**src/rtl/cook_pkg.sv**
```systemverilog
// Shared state encoding for the cook session sequencer.
package cook_pkg;
    localparam int ST_W = 2;

    localparam logic [ST_W-1:0] ST_IDLE  = 2'd0;
    localparam logic [ST_W-1:0] ST_RUN   = 2'd1;
    localparam logic [ST_W-1:0] ST_PAUSE = 2'd2;
    localparam logic [ST_W-1:0] ST_DONE  = 2'd3;

    typedef enum logic [ST_W-1:0] {
        S_IDLE  = ST_IDLE,
        S_RUN   = ST_RUN,
        S_PAUSE = ST_PAUSE,
        S_DONE  = ST_DONE
    } cook_state_e;
endpackage

```
**src/rtl/strobe_div.sv**
```systemverilog
// Enabled prescaler counting 0..DIV-1 with synchronous clear.
// tick_o is combinational: high in the enabled cycle whose edge wraps the count.
module strobe_div #(
    parameter int DIV = 4
) (
    input  logic clock,
    input  logic reset,
    input  logic en_i,
    input  logic clr_i,
    output logic tick_o
);
    localparam int CW = (DIV > 1) ? $clog2(DIV) : 1;

    logic [CW-1:0] cnt_q, cnt_d;
    logic          at_top;

    assign at_top = (cnt_q == CW'(DIV - 1));
    assign tick_o = en_i && at_top;

    always_comb begin
        cnt_d = cnt_q;
        if (clr_i) begin
            cnt_d = '0;
        end else if (en_i) begin
            cnt_d = at_top ? '0 : cnt_q + CW'(1);
        end
    end

    always_ff @(posedge clock or negedge reset) begin
        if (!reset) begin
            cnt_q <= '0;
        end else begin
            cnt_q <= cnt_d;
        end
    end
endmodule

```
**src/rtl/cook_sequencer.sv**
```systemverilog
// Cook session controller: idle/run/pause/done FSM, seconds countdown and PWM strobes.
// All outputs registered; prescalers only advance while in RUN, so paused time is not counted.
module cook_sequencer
    import cook_pkg::*;
#(
    parameter int NUM_BITS   = 4,
    parameter int TIME_BITS  = 8,
    parameter int PERIOD_DIV = 3125000,
    parameter int SEC_DIV    = 50000000
) (
    input  logic                 clock,
    input  logic                 reset,
    input  logic                 start,
    input  logic                 pause,
    input  logic                 cancel,
    input  logic                 door_open,
    input  logic [TIME_BITS-1:0] cook_time,
    input  logic [NUM_BITS-1:0]  power_level,
    output logic                 period_strobe,
    output logic                 sec_strobe,
    output logic [NUM_BITS-1:0]  duty,
    output logic                 run_en,
    output logic [TIME_BITS-1:0] time_left,
    output logic [ST_W-1:0]      state,
    output logic                 done
);
    cook_state_e          state_q, state_d;
    logic [TIME_BITS-1:0] time_q, time_d;
    logic [NUM_BITS-1:0]  duty_q, duty_d;
    logic                 run_en_q, run_en_d;
    logic                 done_q, done_d;
    logic                 pstb_q, sstb_q;
    logic                 prescale_en, prescale_clr;
    logic                 per_tick, sec_tick;

    // A cancelled RUN cycle neither counts time nor emits strobes.
    assign prescale_en = (state_q == S_RUN) && !cancel;

    strobe_div #(.DIV(PERIOD_DIV)) u_period_div (
        .clock  (clock),
        .reset  (reset),
        .en_i   (prescale_en),
        .clr_i  (prescale_clr),
        .tick_o (per_tick)
    );

    strobe_div #(.DIV(SEC_DIV)) u_sec_div (
        .clock  (clock),
        .reset  (reset),
        .en_i   (prescale_en),
        .clr_i  (prescale_clr),
        .tick_o (sec_tick)
    );

    always_comb begin
        state_d      = state_q;
        time_d       = time_q;
        duty_d       = duty_q;
        prescale_clr = 1'b0;

        case (state_q)
            S_IDLE: begin
                if (start && !door_open && (cook_time != '0)) begin
                    state_d      = S_RUN;
                    time_d       = cook_time;
                    duty_d       = power_level;
                    prescale_clr = 1'b1;
                end
            end
            S_RUN: begin
                if (sec_tick) begin
                    time_d = time_q - TIME_BITS'(1);
                end
                // Expiry of the last second outranks door and pause.
                if (sec_tick && (time_q == TIME_BITS'(1))) begin
                    state_d = S_DONE;
                end else if (door_open || pause) begin
                    state_d = S_PAUSE;
                end
            end
            S_PAUSE: begin
                if (start && !door_open) begin
                    state_d = S_RUN;
                end
            end
            default: begin
                state_d = S_IDLE;
                time_d  = '0;
                duty_d  = '0;
            end
        endcase

        if (cancel) begin
            state_d = S_IDLE;
            time_d  = '0;
            duty_d  = '0;
        end

        run_en_d = (state_d == S_RUN);
        done_d   = (state_d == S_DONE);
    end

    always_ff @(posedge clock or negedge reset) begin
        if (!reset) begin
            state_q  <= S_IDLE;
            time_q   <= '0;
            duty_q   <= '0;
            run_en_q <= 1'b0;
            done_q   <= 1'b0;
            pstb_q   <= 1'b0;
            sstb_q   <= 1'b0;
        end else begin
            state_q  <= state_d;
            time_q   <= time_d;
            duty_q   <= duty_d;
            run_en_q <= run_en_d;
            done_q   <= done_d;
            pstb_q   <= per_tick;
            sstb_q   <= sec_tick;
        end
    end

    assign period_strobe = pstb_q;
    assign sec_strobe    = sstb_q;
    assign duty          = duty_q;
    assign run_en        = run_en_q;
    assign time_left     = time_q;
    assign state         = state_q;
    assign done          = done_q;
endmodule
```
**config.mk**
```make
export PLATFORM = sky130hd
export DESIGN_NAME = cook_sequencer
export DESIGN_NICKNAME = d
export VERILOG_FILES = /design/src/rtl/cook_pkg.sv /design/src/rtl/strobe_div.sv /design/src/rtl/cook_sequencer.sv
export SDC_FILE = /design/constraint.sdc
export NUM_CORES = 1
export LEC_CHECK = 0
export CORE_UTILIZATION = 40
export CTS_BUF_LIST = sky130_fd_sc_hd__clkbuf_16
export DETAILED_ROUTE_END_ITERATION = 6
export PLACE_DENSITY = 0.65
export REMOVE_ABC_BUFFERS = 1
export SYNTH_ARGS = -nofsm -noshare
export SYNTH_HDL_FRONTEND = slang
export SYNTH_SLANG_ARGS = --single-unit
```
**constraint.sdc**
```tcl
create_clock -name clock -period 2.8 [get_ports clock]
set_clock_uncertainty 0.15 [all_clocks]
set_input_delay 0.7 -clock clock [delete_from_list [all_inputs] [get_ports clock]]
set_output_delay 0.7 -clock clock [all_outputs]
set_load 0.03 [all_outputs]
```
==> results by stage <==
Run status:
- The run finished with clean final reports.

STA:
- The achievable frequency is 375 MHz.
- On the final layout, the worst hold slack is ~0.24 ns.
- The hold violation total from the final report was 0.
- The max-slew violation total from the final report is 0.
- At the pin with the least slew margin, the transition time is ~0.73 ns.
- The final clock period utilization by the worst path is around 95%.
- The number of setup violations in the final report is 0.
- The minimum period implied by the final worst setup slack is between 2 and 3 ns.
- Summed over all failing endpoints, the final setup total negative slack is 0 ns.
- Setup repair after global routing left no endpoint under its margin.
- Measured against its own limit, the worst slew margin works out to between 50% and 60%.

Pwr:
- The final total power is about 2.8 mW.
- The switching power summed over all nets is 0.764 mW.
- The total power density per cell area is ~560 nW/um^2.
- For this design the static power due to leakage is approximately 2 nW.
- The internal portion of total power is between 2 and 2.5 mW.
- Net switching is a little over a quarter of the power.
- The sequential fraction of design power is between 30 and 40%.
- The fraction of power consumed by the clock network is a little under half.
- Per report_power, the combinational group accounts for around 17% of the total.
- IR analysis of the VDD net gives a maximum drop of roughly 0.37 mV.

Worst setup path:
- The startpoint identified for the worst register-to-register timing path is u_sec_div.cnt_q[10]$_DFFE_PN0P_.
- The endpoint identified for the worst register-to-register timing path is time_left[0]$_DFFE_PN0P_.
- The worst setup path is captured at a register.
- The arrival time at the worst endpoint is between 2 and 3 ns.
- By startpoint and endpoint, the worst setup path is classified as in2reg.
- The data required time at the worst endpoint is about 2.9 ns.
- The largest fanout on the critical path is 11.
- The setup check on the worst reg-to-reg path leaves a slack of around 0.27 ns.
- The worst register-to-register path has a depth of 6.
- The nature of the critical path startpoint is an input port.

Yosys:
- The share of async-settable or async-resettable flops after synthesis is 100%.
- For this run, the number of Yosys warnings is 0.
- The prevailing post-synth register cell is sky130_fd_sc_hd__dfrtp_1.
- The summed instance area of the synthesized netlist is approximately 4000 um^2.
- The count of different cell masters after synthesis is between 60 and 70.
- The commonest cells after synthesis are 66 x sky130_fd_sc_hd__dfrtp_1, 33 x sky130_fd_sc_hd__nand2_1, 32 x sky130_fd_sc_hd__nor2_1.
- The most numerous cell in the Yosys netlist is sky130_fd_sc_hd__dfrtp_1.
- The number of enable flip-flop cells after synthesis is 0.
- The mean instance size in the synthesized netlist is 9.07 um^2.
- The synthesized design contains 66 register bits.
- The fraction of post-synthesis cell area in the top cell type by area is between 40% and 50%.
- The share of the Yosys chip area taken by registers is 41.7%.
- The largest total area in the synthesized netlist belongs to sky130_fd_sc_hd__dfrtp_1.
- After technology mapping, the gate count stands at roughly 440.
- After synthesis, the cell types taking the most area are sky130_fd_sc_hd__dfrtp_1 42%, sky130_fd_sc_hd__a31oi_1 4.4%, sky130_fd_sc_hd__nand3_1 3.4%.

Clocking:
- The clock tree root driver cell is sky130_fd_sc_hd__clkbuf_16.
- Clock tree synthesis found a total of 66 sinks.
- After clock tree synthesis, the clock-pin slew on the worst setup and hold paths is about 0.06 ns.
- At the later pin of the worst-skew pair, clock insertion delay measures roughly 0.34 ns.
- The number of buffers added by the clock tree synthesis step is 9.
- TritonCTS built the clock tree.
- The maximum clock insertion buffer count is 2.
- The number of setup buffers added after CTS is 0.
- The deepest level of the CTS H-tree is 3.

Placed design:
- The number of cells in the design after placement is just over 600.
- The count of buffers from port buffering is 35.
- At the end of routability-driven placement, the weighted congestion stood at slightly below 0.9.
- In this run the cell area measured after placement is roughly 4700 um^2.
- Once detailed placement completed, the half-perimeter wirelength came to about 7400 um.

Detailed routing:
- The detail route stage leaves a number of antenna-violating nets equal to 0.
- The routed layout has approximately 3,800 vias.
- Dividing the detail-routed via count by the number of cells gives 5.90.
- The initial detailed-routing violation count is approximately 160.
- After detailed routing, the total wire length is 10,300 um.
- The number of iterations in the first detailed-routing pass is 5.
- The count of unresolved DRC violations after routing is 0.
- In the final routed layout, each cell accounts on average for about 16 um.

GRT:
- The initial antenna violation count came to 0.
- The leftover overflow at the end of global routing is 0.
- Across every metal layer, demand over resource in global routing totals a little over a fifth.
- Entering global routing, the biggest net connects 29 pins.
- The number of global-route vias before repair was 3,566.
- The first-pass GRT wire length is 17,300 um.

Final layout:
- The antenna cell count is 0.
- Fill cells in the final layout number 828.
- At the end of the flow, the number of nets in the layout was approximately 530.
- The area growth from synthesis to layout is 28.4%.
- The fraction of layout instances using a drive strength above 1 is between 10% and 20%.
- Once layout is complete, the cells apart from fillers number 637.
- The post-layout instance area is about 5100 um^2.

Run:
- The tool flagged a number of max-cap violations equal to 0.

Die:
- The floorplan has 35 rows.
- The die extent in x is a little over 100 um.
- For this configuration, the core starts out at a cell density of between 40% and 50%.
- The die covers 10,300 um^2.
- The area inside the core boundary is 9420 um^2.
- Measured along the y axis, the die boundary spans around 100 um.
- 36 I/O pins were placed.

Hold path:
- In this run the worst hold path is classified as in2async.
worst max-delay path: stages:
cell,delay (ns)
sky130_fd_sc_hd__clkdlybuf4s50_1,0.45
sky130_fd_sc_hd__or4_4,0.57
sky130_fd_sc_hd__o211a_1,0.36
sky130_fd_sc_hd__buf_12,0.18
sky130_fd_sc_hd__nor2_1,0.09
sky130_fd_sc_hd__buf_4,0.19
sky130_fd_sc_hd__a31oi_1,0.06
sky130_fd_sc_hd__o22ai_1,0.16
sequential cells by signal, indices dropped and copies added, names as in the netlist:
| signal | count |
|---|---|
| done | 1 |
| run_en | 1 |
| sec_strobe | 1 |
| duty | 4 |
| state | 2 |
| u_sec_div.cnt_q | 26 |
| u_period_div.cnt_q | 22 |
| time_left | 8 |
| period_strobe | 1 |
cell families (layout without fill, tap and decap cells):
| family | count (synthesis) | in the layout | synth area share (%) |
|---|---|---|---|
| simple gates | 185 | 185 | 26.0 |
| compound gates | 111 | 111 | 19.8 |
| flops | 66 | 66 | 41.7 |
| buf+inv | 44 | 115 | 4.64 |
| xor+xnor | 17 | 17 | 3.76 |
| fa+ha+maj | 8 | 8 | 2.53 |
| mux | 6 | 6 | 1.64 |
cell type report:
type	instances	area, um^2	share of cell area, %
clock buffer	9	225	4.43
clock inverter	7	118	2.31
inverter	20	75.1	1.48
multi-input combinational	327	2140	42.1
sequential	66	1650	32.5
tap	129	161	3.17
timing repair buffer	79	713	14.0
metrics by stage:
step | utilization [%] | worst slack, ns
floorplan | - | -0.572
global placement | 50.3 | -0.224
detailed placement | 50.3 | -0.236
CTS | 54.0 | 0.0908
global route | 54.0 | 0.0262
finish | 54.0 | 0.136
layout by cell type, fill, tap and decap left out, types with 12 or more instances in the layout:
master / instances
sky130_fd_sc_hd__dfrtp_1: 66
sky130_fd_sc_hd__buf_4: 41
sky130_fd_sc_hd__clkdlybuf4s50_1: 34
sky130_fd_sc_hd__nand2_1: 33
sky130_fd_sc_hd__nor2_1: 32
sky130_fd_sc_hd__a31oi_1: 28
sky130_fd_sc_hd__nand3_1: 27
sky130_fd_sc_hd__inv_1: 20
sky130_fd_sc_hd__nand4_1: 20
sky130_fd_sc_hd__a21oi_1: 16
sky130_fd_sc_hd__o21ai_0: 12
routing by layer:
| metal | track usage (%) | vias up | part of all wire (%) |
|---|---|---|---|
| met5 | 0 | - | 0 |
| met4 | 7.92 | 0 | 1.6 |
| met3 | 4.90 | 16 | 3.8 |
| met2 | 33.9 | 103 | 48 |
| met1 | 28.9 | 1845 | 47 |
| li1 | - | 1793 | - |
power groups by stage:
stage | Sequential, mW | Combinational [mW] | Clock [mW]
global placement | 1.05 | 0.476 | 0
CTS | 1.04 | 0.484 | 1.32
global route | 1.04 | 0.532 | 1.36
finish | 1.04 | 0.486 | 1.30
floorplan | 1.10 | 0.195 | 0
detailed placement | 1.05 | 0.483 | 0
worst max path at each step:
| stage | cells past startpoint | start | endpoint | slack [ns] |
|---|---|---|---|---|
| after global placement | 7 | cook_time[5] | u_period_div.cnt_q[21]$_DFFE_PN0P_ | -0.22 |
| final | 8 | cook_time[5] | u_sec_div.cnt_q[5]$_DFFE_PN0P_ | 0.14 |
| after detailed placement | 8 | cook_time[5] | time_left[0]$_DFFE_PN0P_ | -0.24 |
| after global routing | 8 | cook_time[5] | time_left[0]$_DFFE_PN0P_ | 0.03 |
| after CTS | 7 | cook_time[5] | u_period_div.cnt_q[3]$_DFFE_PN0P_ | 0.09 |
| after floorplan | 4 | cook_time[4] | u_period_div.cnt_q[18]$_DFFE_PN0P_ | -0.57 |
timing repair:
action                                  in CTS  in global routing
endpoints found under the setup margin       0                  6
gates resized for setup                      0                  2
hold buffers                                 0                  0
Power figures use the tool's default switching activity.
